==> src/rtl/ppu_pkg.sv <==
// Shared PPU OAM types: DMA sequencer states, grant selects and OAM geometry.
// The ALIGN state exists only when PPU_OAM_DMA_ODD_ALIGN_EN is defined.
package ppu_pkg;

  localparam int OAM_DEPTH  = 256;
  localparam int OAM_ADDR_W = 8;

`ifdef PPU_OAM_DMA_ODD_ALIGN_EN
  typedef enum logic [2:0] {
    DMA_IDLE,
    DMA_SETUP,
    DMA_ALIGN,
    DMA_READ,
    DMA_WRITE
  } dma_state_e;
`else
  typedef enum logic [2:0] {
    DMA_IDLE,
    DMA_SETUP,
    DMA_READ,
    DMA_WRITE
  } dma_state_e;
`endif

  typedef enum logic [1:0] {
    GNT_EVAL,
    GNT_CPU,
    GNT_DMA,
    GNT_IDLE
  } gnt_sel_e;

endpackage

==> src/rtl/ppu_oam_arbiter_if.sv <==
// Signal bundle around the OAM arbiter: sprite-load FSM, CPU register strobes,
// CPU-bus DMA reads and the single-port OAM RAM. slave = arbiter, master = surroundings.
interface ppu_oam_arbiter_if;
  import ppu_pkg::*;

  logic                  eval_busy;
  logic [OAM_ADDR_W-1:0] eval_addr;
  logic [OAM_ADDR_W-1:0] oam_base_addr;
  logic                  cpu_oamaddr_wr;
  logic                  cpu_oamdata_wr;
  logic [7:0]            cpu_wdata;
  logic [7:0]            cpu_rdata;
  logic                  dma_start;
  logic [7:0]            dma_page;
  logic [15:0]           dma_mem_addr;
  logic                  dma_mem_rd;
  logic [7:0]            dma_mem_data;
  logic                  dma_busy;
  logic                  cpu_stall;
  logic [OAM_ADDR_W-1:0] oam_addr;
  logic                  oam_we;
  logic [7:0]            oam_wdata;
  logic [7:0]            oam_rdata;
  logic                  wr_overrun;

  modport slave (
    input  eval_busy, eval_addr, cpu_oamaddr_wr, cpu_oamdata_wr, cpu_wdata,
           dma_start, dma_page, dma_mem_data, oam_rdata,
    output oam_base_addr, cpu_rdata, dma_mem_addr, dma_mem_rd, dma_busy,
           cpu_stall, oam_addr, oam_we, oam_wdata, wr_overrun
  );

  modport master (
    output eval_busy, eval_addr, cpu_oamaddr_wr, cpu_oamdata_wr, cpu_wdata,
           dma_start, dma_page, dma_mem_data, oam_rdata,
    input  oam_base_addr, cpu_rdata, dma_mem_addr, dma_mem_rd, dma_busy,
           cpu_stall, oam_addr, oam_we, oam_wdata, wr_overrun
  );

endinterface

==> src/rtl/ppu_oam_dma_seq.sv <==
// $4014 OAM DMA sequencer: reads a CPU page byte by byte and requests OAM writes.
// PPU_OAM_DMA_ODD_ALIGN_EN adds a cycle-parity register and one ALIGN cycle on odd starts.
module ppu_oam_dma_seq
  import ppu_pkg::*;
#(
  parameter int DMA_LEN = 256
) (
  input  logic                  clk,
  input  logic                  rst,
  input  logic                  start,
  input  logic [7:0]            page,
  input  logic [OAM_ADDR_W-1:0] base,
  input  logic                  grant,
  input  logic [7:0]            mem_data,
  output logic                  busy,
  output logic [15:0]           mem_addr,
  output logic                  mem_rd,
  output logic                  req,
  output logic [OAM_ADDR_W-1:0] waddr,
  output logic [7:0]            wdata
);

  localparam logic [OAM_ADDR_W-1:0] LAST_IDX = OAM_ADDR_W'(DMA_LEN - 1);

  dma_state_e            state;
  logic [OAM_ADDR_W-1:0] idx;
  logic [7:0]            page_q;
  logic                  first_p0;
  logic [7:0]            data_hold_p1;

`ifdef PPU_OAM_DMA_ODD_ALIGN_EN
  logic parity;

  always_ff @(posedge clk or negedge rst) begin
    if (!rst) parity <= 1'b0;
    else      parity <= ~parity;
  end
`endif

  always_ff @(posedge clk or negedge rst) begin
    if (!rst) begin
      state    <= DMA_IDLE;
      busy     <= 1'b0;
      mem_rd   <= 1'b0;
      mem_addr <= '0;
      idx      <= '0;
      page_q   <= '0;
      first_p0 <= 1'b0;
    end else begin
      case (state)
        DMA_IDLE: begin
          if (start) begin
            state  <= DMA_SETUP;
            busy   <= 1'b1;
            page_q <= page;
            idx    <= '0;
          end
        end
        DMA_SETUP: begin
`ifdef PPU_OAM_DMA_ODD_ALIGN_EN
          if (parity) begin
            state <= DMA_ALIGN;
          end else begin
            state    <= DMA_READ;
            mem_rd   <= 1'b1;
            mem_addr <= {page_q, idx};
          end
`else
          state    <= DMA_READ;
          mem_rd   <= 1'b1;
          mem_addr <= {page_q, idx};
`endif
        end
`ifdef PPU_OAM_DMA_ODD_ALIGN_EN
        DMA_ALIGN: begin
          state    <= DMA_READ;
          mem_rd   <= 1'b1;
          mem_addr <= {page_q, idx};
        end
`endif
        DMA_READ: begin
          state    <= DMA_WRITE;
          mem_rd   <= 1'b0;
          first_p0 <= 1'b1;
        end
        DMA_WRITE: begin
          first_p0 <= 1'b0;
          if (grant) begin
            idx <= idx + 1'b1;
            if (idx == LAST_IDX) begin
              state <= DMA_IDLE;
              busy  <= 1'b0;
            end else begin
              state    <= DMA_READ;
              mem_rd   <= 1'b1;
              mem_addr <= {page_q, idx + 8'd1};
            end
          end
        end
        default: state <= DMA_IDLE;
      endcase
    end
  end

  // Bus data is only valid in the first WRITE cycle; hold it for blocked cycles.
  always_ff @(posedge clk) begin
    if (first_p0) data_hold_p1 <= mem_data;
  end

  assign req   = (state == DMA_WRITE);
  assign waddr = base + idx;
  assign wdata = first_p0 ? mem_data : data_hold_p1;

endmodule

==> src/rtl/ppu_oam_arbiter.sv <==
// Single-port OAM arbiter: sprite-load FSM > pending CPU write > DMA > idle CPU read.
// Optional PPU_OAM_DMA_ODD_ALIGN_EN enables odd-cycle DMA alignment in the sequencer.
module ppu_oam_arbiter
  import ppu_pkg::*;
#(
  parameter int DMA_LEN = 256
) (
  input  logic               clk,
  input  logic               rst,
  ppu_oam_arbiter_if.slave   bus
);

  gnt_sel_e              gnt;
  logic [OAM_ADDR_W-1:0] oamaddr;
  logic                  pend_vld;
  logic [OAM_ADDR_W-1:0] pend_addr;
  logic [7:0]            pend_data;
  logic                  rd_vld_p0;
  logic                  addr_wr;
  logic                  data_wr;
  logic                  dma_req;
  logic [OAM_ADDR_W-1:0] dma_waddr;
  logic [7:0]            dma_wdata;

  ppu_oam_dma_seq #(
    .DMA_LEN (DMA_LEN)
  ) u_dma_seq (
    .clk      (clk),
    .rst      (rst),
    .start    (bus.dma_start),
    .page     (bus.dma_page),
    .base     (oamaddr),
    .grant    (gnt == GNT_DMA),
    .mem_data (bus.dma_mem_data),
    .busy     (bus.dma_busy),
    .mem_addr (bus.dma_mem_addr),
    .mem_rd   (bus.dma_mem_rd),
    .req      (dma_req),
    .waddr    (dma_waddr),
    .wdata    (dma_wdata)
  );

  // The CPU is stalled during DMA, so any strobe seen then is spurious.
  assign addr_wr = bus.cpu_oamaddr_wr && !bus.dma_busy;
  assign data_wr = bus.cpu_oamdata_wr && !bus.cpu_oamaddr_wr && !bus.dma_busy;

  always_comb begin
    if (bus.eval_busy)  gnt = GNT_EVAL;
    else if (pend_vld)  gnt = GNT_CPU;
    else if (dma_req)   gnt = GNT_DMA;
    else                gnt = GNT_IDLE;
  end

  always_comb begin
    bus.oam_addr  = oamaddr;
    bus.oam_we    = 1'b0;
    bus.oam_wdata = '0;
    case (gnt)
      GNT_EVAL: bus.oam_addr = bus.eval_addr;
      GNT_CPU: begin
        bus.oam_addr  = pend_addr;
        bus.oam_we    = 1'b1;
        bus.oam_wdata = pend_data;
      end
      GNT_DMA: begin
        bus.oam_addr  = dma_waddr;
        bus.oam_we    = 1'b1;
        bus.oam_wdata = dma_wdata;
      end
      default: ;
    endcase
  end

  always_ff @(posedge clk or negedge rst) begin
    if (!rst) begin
      oamaddr        <= '0;
      pend_vld       <= 1'b0;
      bus.wr_overrun <= 1'b0;
      rd_vld_p0      <= 1'b0;
      bus.cpu_rdata  <= '0;
    end else begin
      if (addr_wr) begin
        oamaddr        <= bus.cpu_wdata;
        bus.wr_overrun <= 1'b0;
      end else if (data_wr) begin
        if (pend_vld) bus.wr_overrun <= 1'b1;
        else          oamaddr        <= oamaddr + 1'b1;
      end

      if (data_wr && !pend_vld) pend_vld <= 1'b1;
      else if (gnt == GNT_CPU)  pend_vld <= 1'b0;

      // Idle cycles present OAMADDR; the RAM answers one cycle later.
      rd_vld_p0 <= (gnt == GNT_IDLE);
      if (rd_vld_p0) bus.cpu_rdata <= bus.oam_rdata;
    end
  end

  always_ff @(posedge clk) begin
    if (data_wr && !pend_vld) begin
      pend_addr <= oamaddr;
      pend_data <= bus.cpu_wdata;
    end
  end

  assign bus.oam_base_addr = oamaddr;
  assign bus.cpu_stall     = bus.dma_busy;

endmodule

==> src/flat_wrapper.sv <==
// flat-port wrapper written by rule: the top's interface ports become plain ports
module ppu_oam_arbiter_flat import ppu_pkg::*;
#(
  parameter int DMA_LEN = 256
)
  (clk, rst, bus_eval_busy, bus_eval_addr, bus_cpu_oamaddr_wr, bus_cpu_oamdata_wr, bus_cpu_wdata, bus_dma_start, bus_dma_page, bus_dma_mem_data, bus_oam_rdata, bus_oam_base_addr, bus_cpu_rdata, bus_dma_mem_addr, bus_dma_mem_rd, bus_dma_busy, bus_cpu_stall, bus_oam_addr, bus_oam_we, bus_oam_wdata, bus_wr_overrun);
  ppu_oam_arbiter_if bus_i ();
  input  logic clk;
  input  logic rst;
  input wire logic [$bits(bus_i.eval_busy)-1:0] bus_eval_busy;
  input wire logic [$bits(bus_i.eval_addr)-1:0] bus_eval_addr;
  input wire logic [$bits(bus_i.cpu_oamaddr_wr)-1:0] bus_cpu_oamaddr_wr;
  input wire logic [$bits(bus_i.cpu_oamdata_wr)-1:0] bus_cpu_oamdata_wr;
  input wire logic [$bits(bus_i.cpu_wdata)-1:0] bus_cpu_wdata;
  input wire logic [$bits(bus_i.dma_start)-1:0] bus_dma_start;
  input wire logic [$bits(bus_i.dma_page)-1:0] bus_dma_page;
  input wire logic [$bits(bus_i.dma_mem_data)-1:0] bus_dma_mem_data;
  input wire logic [$bits(bus_i.oam_rdata)-1:0] bus_oam_rdata;
  output wire logic [$bits(bus_i.oam_base_addr)-1:0] bus_oam_base_addr;
  output wire logic [$bits(bus_i.cpu_rdata)-1:0] bus_cpu_rdata;
  output wire logic [$bits(bus_i.dma_mem_addr)-1:0] bus_dma_mem_addr;
  output wire logic [$bits(bus_i.dma_mem_rd)-1:0] bus_dma_mem_rd;
  output wire logic [$bits(bus_i.dma_busy)-1:0] bus_dma_busy;
  output wire logic [$bits(bus_i.cpu_stall)-1:0] bus_cpu_stall;
  output wire logic [$bits(bus_i.oam_addr)-1:0] bus_oam_addr;
  output wire logic [$bits(bus_i.oam_we)-1:0] bus_oam_we;
  output wire logic [$bits(bus_i.oam_wdata)-1:0] bus_oam_wdata;
  output wire logic [$bits(bus_i.wr_overrun)-1:0] bus_wr_overrun;
  assign bus_i.eval_busy = bus_eval_busy;
  assign bus_i.eval_addr = bus_eval_addr;
  assign bus_i.cpu_oamaddr_wr = bus_cpu_oamaddr_wr;
  assign bus_i.cpu_oamdata_wr = bus_cpu_oamdata_wr;
  assign bus_i.cpu_wdata = bus_cpu_wdata;
  assign bus_i.dma_start = bus_dma_start;
  assign bus_i.dma_page = bus_dma_page;
  assign bus_i.dma_mem_data = bus_dma_mem_data;
  assign bus_i.oam_rdata = bus_oam_rdata;
  assign bus_oam_base_addr = bus_i.oam_base_addr;
  assign bus_cpu_rdata = bus_i.cpu_rdata;
  assign bus_dma_mem_addr = bus_i.dma_mem_addr;
  assign bus_dma_mem_rd = bus_i.dma_mem_rd;
  assign bus_dma_busy = bus_i.dma_busy;
  assign bus_cpu_stall = bus_i.cpu_stall;
  assign bus_oam_addr = bus_i.oam_addr;
  assign bus_oam_we = bus_i.oam_we;
  assign bus_oam_wdata = bus_i.oam_wdata;
  assign bus_wr_overrun = bus_i.wr_overrun;
  ppu_oam_arbiter #(.DMA_LEN(DMA_LEN)) u_core (.clk(clk), .rst(rst), .bus(bus_i));
endmodule
==> config.mk <==
export PLATFORM = sky130hd
export DESIGN_NAME = ppu_oam_arbiter_flat
export DESIGN_NICKNAME = d
export VERILOG_FILES = /design/src/rtl/ppu_pkg.sv /design/src/rtl/ppu_oam_arbiter_if.sv /design/src/rtl/ppu_oam_dma_seq.sv /design/src/rtl/ppu_oam_arbiter.sv /design/src/flat_wrapper.sv
export SDC_FILE = /design/constraint.sdc
export NUM_CORES = 1
export LEC_CHECK = 0
export ABC_CLOCK_PERIOD_IN_PS = 2880
export CORE_ASPECT_RATIO = 1.75
export CORE_MARGIN = 2
export CORE_UTILIZATION = 30
export CTS_CLUSTER_SIZE = 8
export DETAILED_ROUTE_END_ITERATION = 6
export PLACE_DENSITY_LB_ADDON = 0.2
export RECOVER_POWER = 25
export SLEW_MARGIN = 40
export SYNTH_ARGS = -nofsm -noshare
export SYNTH_HDL_FRONTEND = slang
export SYNTH_SLANG_ARGS = --single-unit
export TNS_END_PERCENT = 50
==> constraint.sdc <==
create_clock -name clk -period 2.88 [get_ports clk]
set_input_delay 0.576 -clock clk [delete_from_list [all_inputs] [get_ports clk]]
set_output_delay 0.576 -clock clk [all_outputs]
set_load 0.005 [all_outputs]
# == Word level (Yosys, flattened, before mapping) ==
# Index checks and enable logic that the tools add are counted.
# totals
elab_cells,88
reg_bits,81
output_inout_bits,53
in_bits,46
# op_classes
mux,33
addsub,3
n_eq_ne,12
n_reduce_logical,25
# ops
cell,count
$mux W8,6
$mux W16,2
$pmux W16 S2,1
$pmux W8 S2,2
$pmux W8 S3,1
$add A8 B1 Y8 const B,2
$mux W1,12
$pmux W3 S4,1
$reduce_bool A2 Y1,6
$ne A2 B2 Y1 const B,5
$reduce_and A3 Y1,3
$add A8 B8 Y8,1
$eq A8 B8 Y1 const B,1
$reduce_and A2 Y1,4
$eq A3 B2 Y1 const B,2
$mux W2,3
$mux W3,2
$eq A2 B2 Y1 const B,2
$logic_and A1 B1 Y1,4
$pmux W1 S2,2
$reduce_and A4 Y1,1
$eq A3 B1 Y1 const B,1
$logic_not A1 Y1,3
$logic_not A3 Y1,1
5 further kinds,5

# == Depth between registers and ports, before layout ==
# logic_depth
ltp_word,7
ltp_mapped,8
ltp_nobuf,7

# == By module ==
# A second synthesis with hierarchy kept.
# unflattened
hier_cells,382
hier_area_um2,4110.2
# by_module_without_submodules
module,cells_per_inst,instances,seq_area_each_um2,area_each_um2
ppu_oam_dma_seq,204,1,1086.0,2334.7
ppu_oam_arbiter,178,1,955.9,1775.5

# == Least setup slack after synthesis ==
# No wires, ideal clock.
# synth_path
kind,flip-flop to output port
start,"reg u_core.oamaddr[1], in the netlist u_core.bus.oam_base_addr[1]"
end,out bus_oam_addr[5]
t_required_ns,2.304
n_path_buf,0
setup_slack_ns,0.381
path_stages_with_launch,7
arrival_time_ns,1.923
cell_sequence,dfrtp_1 > ha_1 > a211oi_1 > o21ai_0 > a21oi_1 > or3b_2 > and4_1
# synth_via
elab_chain_cells,2
# synth_rtl
element,line,source
"start, declared",ppu_oam_arbiter.sv:14,logic [OAM_ADDR_W-1:0] oamaddr;
"start signal, assigned",ppu_oam_arbiter.sv:83,oamaddr <= bus.cpu_wdata;
"start signal, assigned",ppu_oam_arbiter.sv:87,else oamaddr <= oamaddr + 1'b1;
$add A8 B8 Y8,ppu_oam_dma_seq.sv:111,assign waddr = base + idx;
$pmux W8 S3,ppu_oam_arbiter.sv:58,case (gnt)
"end, declared",flat_wrapper.sv:25,output wire logic [$bits(bus_i.oam_addr)-1:0] bus_oam_addr;
# Every way passes these cells.

# == Worst setup path after layout ==
# layout_path
start,"reg u_core.oamaddr[1], in the netlist u_core.bus.oam_base_addr[1]"
end,out bus_oam_addr[1]
# layout_via
elab_chain_cells,2
# layout_rtl
element,line
$add A8 B8 Y8,ppu_oam_dma_seq.sv:111
$pmux W8 S3 (*),ppu_oam_arbiter.sv:58
# Mark *: on every way between the ends. The rest lies on a longest branch, timed or not.

==> flow_summary.ini <==
[die]
core_area_mm2 = 0.0129
die_width_um = 90.6
pin_count = 99
dieArea_mm2 = 0.0141
start_util_pct = 30.6
die_h_um = 156
rows = 55

[timing]
maxSlewViolCount = 32
period_share_pct = 96.8
post-route-min-period_ns = 2.79
skew_ns = 0.00742
hold_viol = 0
grt_setup_unrepaired = yes
finalSetupViolCount = 0
slew_headroom_pct = -15.6
tightest_slew_ns = 1.73
fmax_mhz = 359

[min_path]
worstHoldPathCells = 1
hold_class = reg -> reg

[final_layout]
syn2layout_area_growth_pct = 46.0
fin_util_pct = 44.7
diodes = 0
final_nets = 546
design_area_mm2 = 0.00575
fin_cells = 661
drive_gt1_share_pct = 23.3

[synth]
yosys-top-cells-area = dfrtp_1 (36%), edfxtp_1 (12%), mux2_2 (8.3%)
synthDistinctLibCells = 49
synthTopCellsByCount = dfrtp_1 (56), mux2_2 (29), o21ai_0 (29)
synth_seq_cells = 80
yosysWarningCount = 0
syn-instance-count = 352
synth_top_cell_area_share_pct = 35.6
dominantRegCellSynth = dfrtp_1
async_flop_share_pct = 70.0
yosysTopAreaCell = dfrtp_1
synth_most_common_cell = dfrtp_1
ys_seq_area_share_pct = 51.8
netlist_area_mm2 = 0.00394
syn_nets = 413
avgSynthCellArea_um2 = 11.2
synth_edf_count = 16

[critical_path]
critPathKind = reg -> out
cpPeakStageDelay_ns = 0.47
path_buf_inv = 2
crit_family = adder cells
required_ns = 2.30
slowest_stage = fa_2
critical_path_arrival_ns = 2.21
path_cells = buf_6, fa_2, or3_4, o21ai_0, a21oi_1, dlygate4sd2_1
reg2reg_slack_ns = 0.85
cp_max_fo = 9
start_kind = flip-flop
cp-end-kind = primary output
r2r_cells = 10
crit_cells = 6

[cts]
root_buffer = clkbuf_16
clock_path_buffers = 2
hold_buffers = 0
numCtsBuffers = 9
clk_pin_slew_ns = 0.06
clk-insertion-delay-late_ns = 0.34
cts_sinks = 80
cts_tree = yes
h-tree-depth = 3

[pwr]
power.static_leakage_nw = 2.32
irDropWorstVdd_v = 0.000400
powerDensity_mw_per_mm2 = 1030
power_mw = 5.91

[place]
dp.cells = 642
gp_congestion = 0.836
placed_cell_area_mm2 = 0.00533
detailedPlacementHpwl_um = 8390
portBuffers = 98

[routing]
viasPerCell = 4.85
remaining_drc_errors = 0
wire_per_inst_um = 16.9
drtIter0Drc = 86
ant_nets = 0
postRouteWirelength_um = 11200
vias = 3207
drt-pass1-iter-count = 6

[global_route]
grt_first_pass_wirelength_um = 18200
antenna_found_initial = 0
grt_max_degree = 32
track_usage_pct = 16.5
gr-total-overflow = 0
grt_pass1_vias = 3505

[job]
max_cap_viol_count = 1

[status]
violations = capacitance limit, slew limit
status = finished, violations left
[where the power goes]
| group | internal (mW) | leakage [nW] | switching [mW] |
|---|---|---|---|
| logic | 1.63 | 1.29 | 1.23 |
| clock network | 0.669 | 0.145 | 0.477 |
| registers | 1.60 | 0.890 | 0.305 |
| total | 3.90 | 2.32 | 2.01 |
[metrics by stage]
stage / TNS, ns / hold WS [ns] / worst slack (ns)
2_1_floorplan: 0 / 0.280 / 0.381
3_3_place_gp: -1.13 / 0.456 / -0.177
3_5_place_dp: -1.28 / 0.471 / -0.188
4_1_cts: -0.0856 / 0.308 / -0.0663
5_1_grt: -0.0767 / 0.491 / -0.0767
6_report: 0 / 0.481 / 0.0924
[kinds of logic (layout without fill, tap and decap cells)]
kind of cell | Yosys count | in the layout | synth area share, %
AND/OR/NAND/NOR | 88 | 88 | 11.3
XOR/XNOR | 18 | 18 | 4.00
multiplexers | 35 | 35 | 10.3
flip-flops | 80 | 80 | 51.8
adder cells (fa/ha/maj) | 15 | 15 | 4.96
AO/OA/AOI/OAI | 89 | 89 | 14.3
buffers and inverters | 27 | 165 | 3.30
[worst paths after layout]
| check | startpoint | to |
|---|---|---|
| max reg2reg | u_core.u_dma_seq.state[0] | u_core.u_dma_seq.mem_addr[0] |
| max in group asynchronous | rst | u_core.u_dma_seq.state[1] |
| min in group asynchronous | rst | u_core.bus.cpu_rdata[4] |
| min reg2reg | u_core.u_dma_seq.data_hold_p1[5] | u_core.u_dma_seq.data_hold_p1[5] |
| max | u_core.bus.oam_base_addr[1] | bus_oam_addr[1] |
| min | u_core.u_dma_seq.data_hold_p1[5] | u_core.u_dma_seq.data_hold_p1[5] |
[final cells by class]
type	instances	area, µm²
Tap cell	171	214
Timing Repair Buffer	139	1270
Clock buffer	12	268
Multi-Input combinational cell	245	1880
Sequential cell	80	2050
Fill cell	1251	7120
Inverter	10	41.3
Clock inverter	4	33.8
[cells in the final DEF (no fill, tap or decap), types with 5 or more instances in the layout]
cell	count
a21oi_1	18
a22o_1	15
buf_4	35
clkbuf_1	6
clkbuf_16	10
clkdlybuf4s50_1	81
dfrtp_1	53
dfxtp_1	8
dlygate4sd3_1	8
edfxtp_1	16
ha_1	10
inv_1	8
mux2_2	29
nand2_1	22
nand3_1	5
nor2_1	25
nor3_1	8
o21ai_0	26
o21ai_1	5
xnor2_1	9
xor2_1	8
[layer usage]
metal,track usage (%),routed length (µm),up-vias
met5,0,0,-
met4,7.18,326,0
met3,4.25,577,18
met2,30.8,6120,94
met1,17.3,4130,1560
li1,-,-,1535
[what timing repair did]
action,in CTS,in global routing
gates cloned,0,0
setup endpoints to repair,16,12
pin swaps,11,10
setup buffers,0,3
gates resized for setup,24,17
[registers in the layout, summed over array words and instances, names as in the netlist, 2 cells and up]
signal,flops
u_core.pend_addr,8
u_core.u_dma_seq.data_hold_p1,8
u_core.pend_data,8
u_core.u_dma_seq.idx,8
u_core.u_dma_seq.mem_addr,16
u_core.u_dma_seq.page_q,8
u_core.u_dma_seq.state,2
u_core.bus.oam_base_addr,8
u_core.bus.cpu_rdata,8
(Power assumes the default switching activity.)
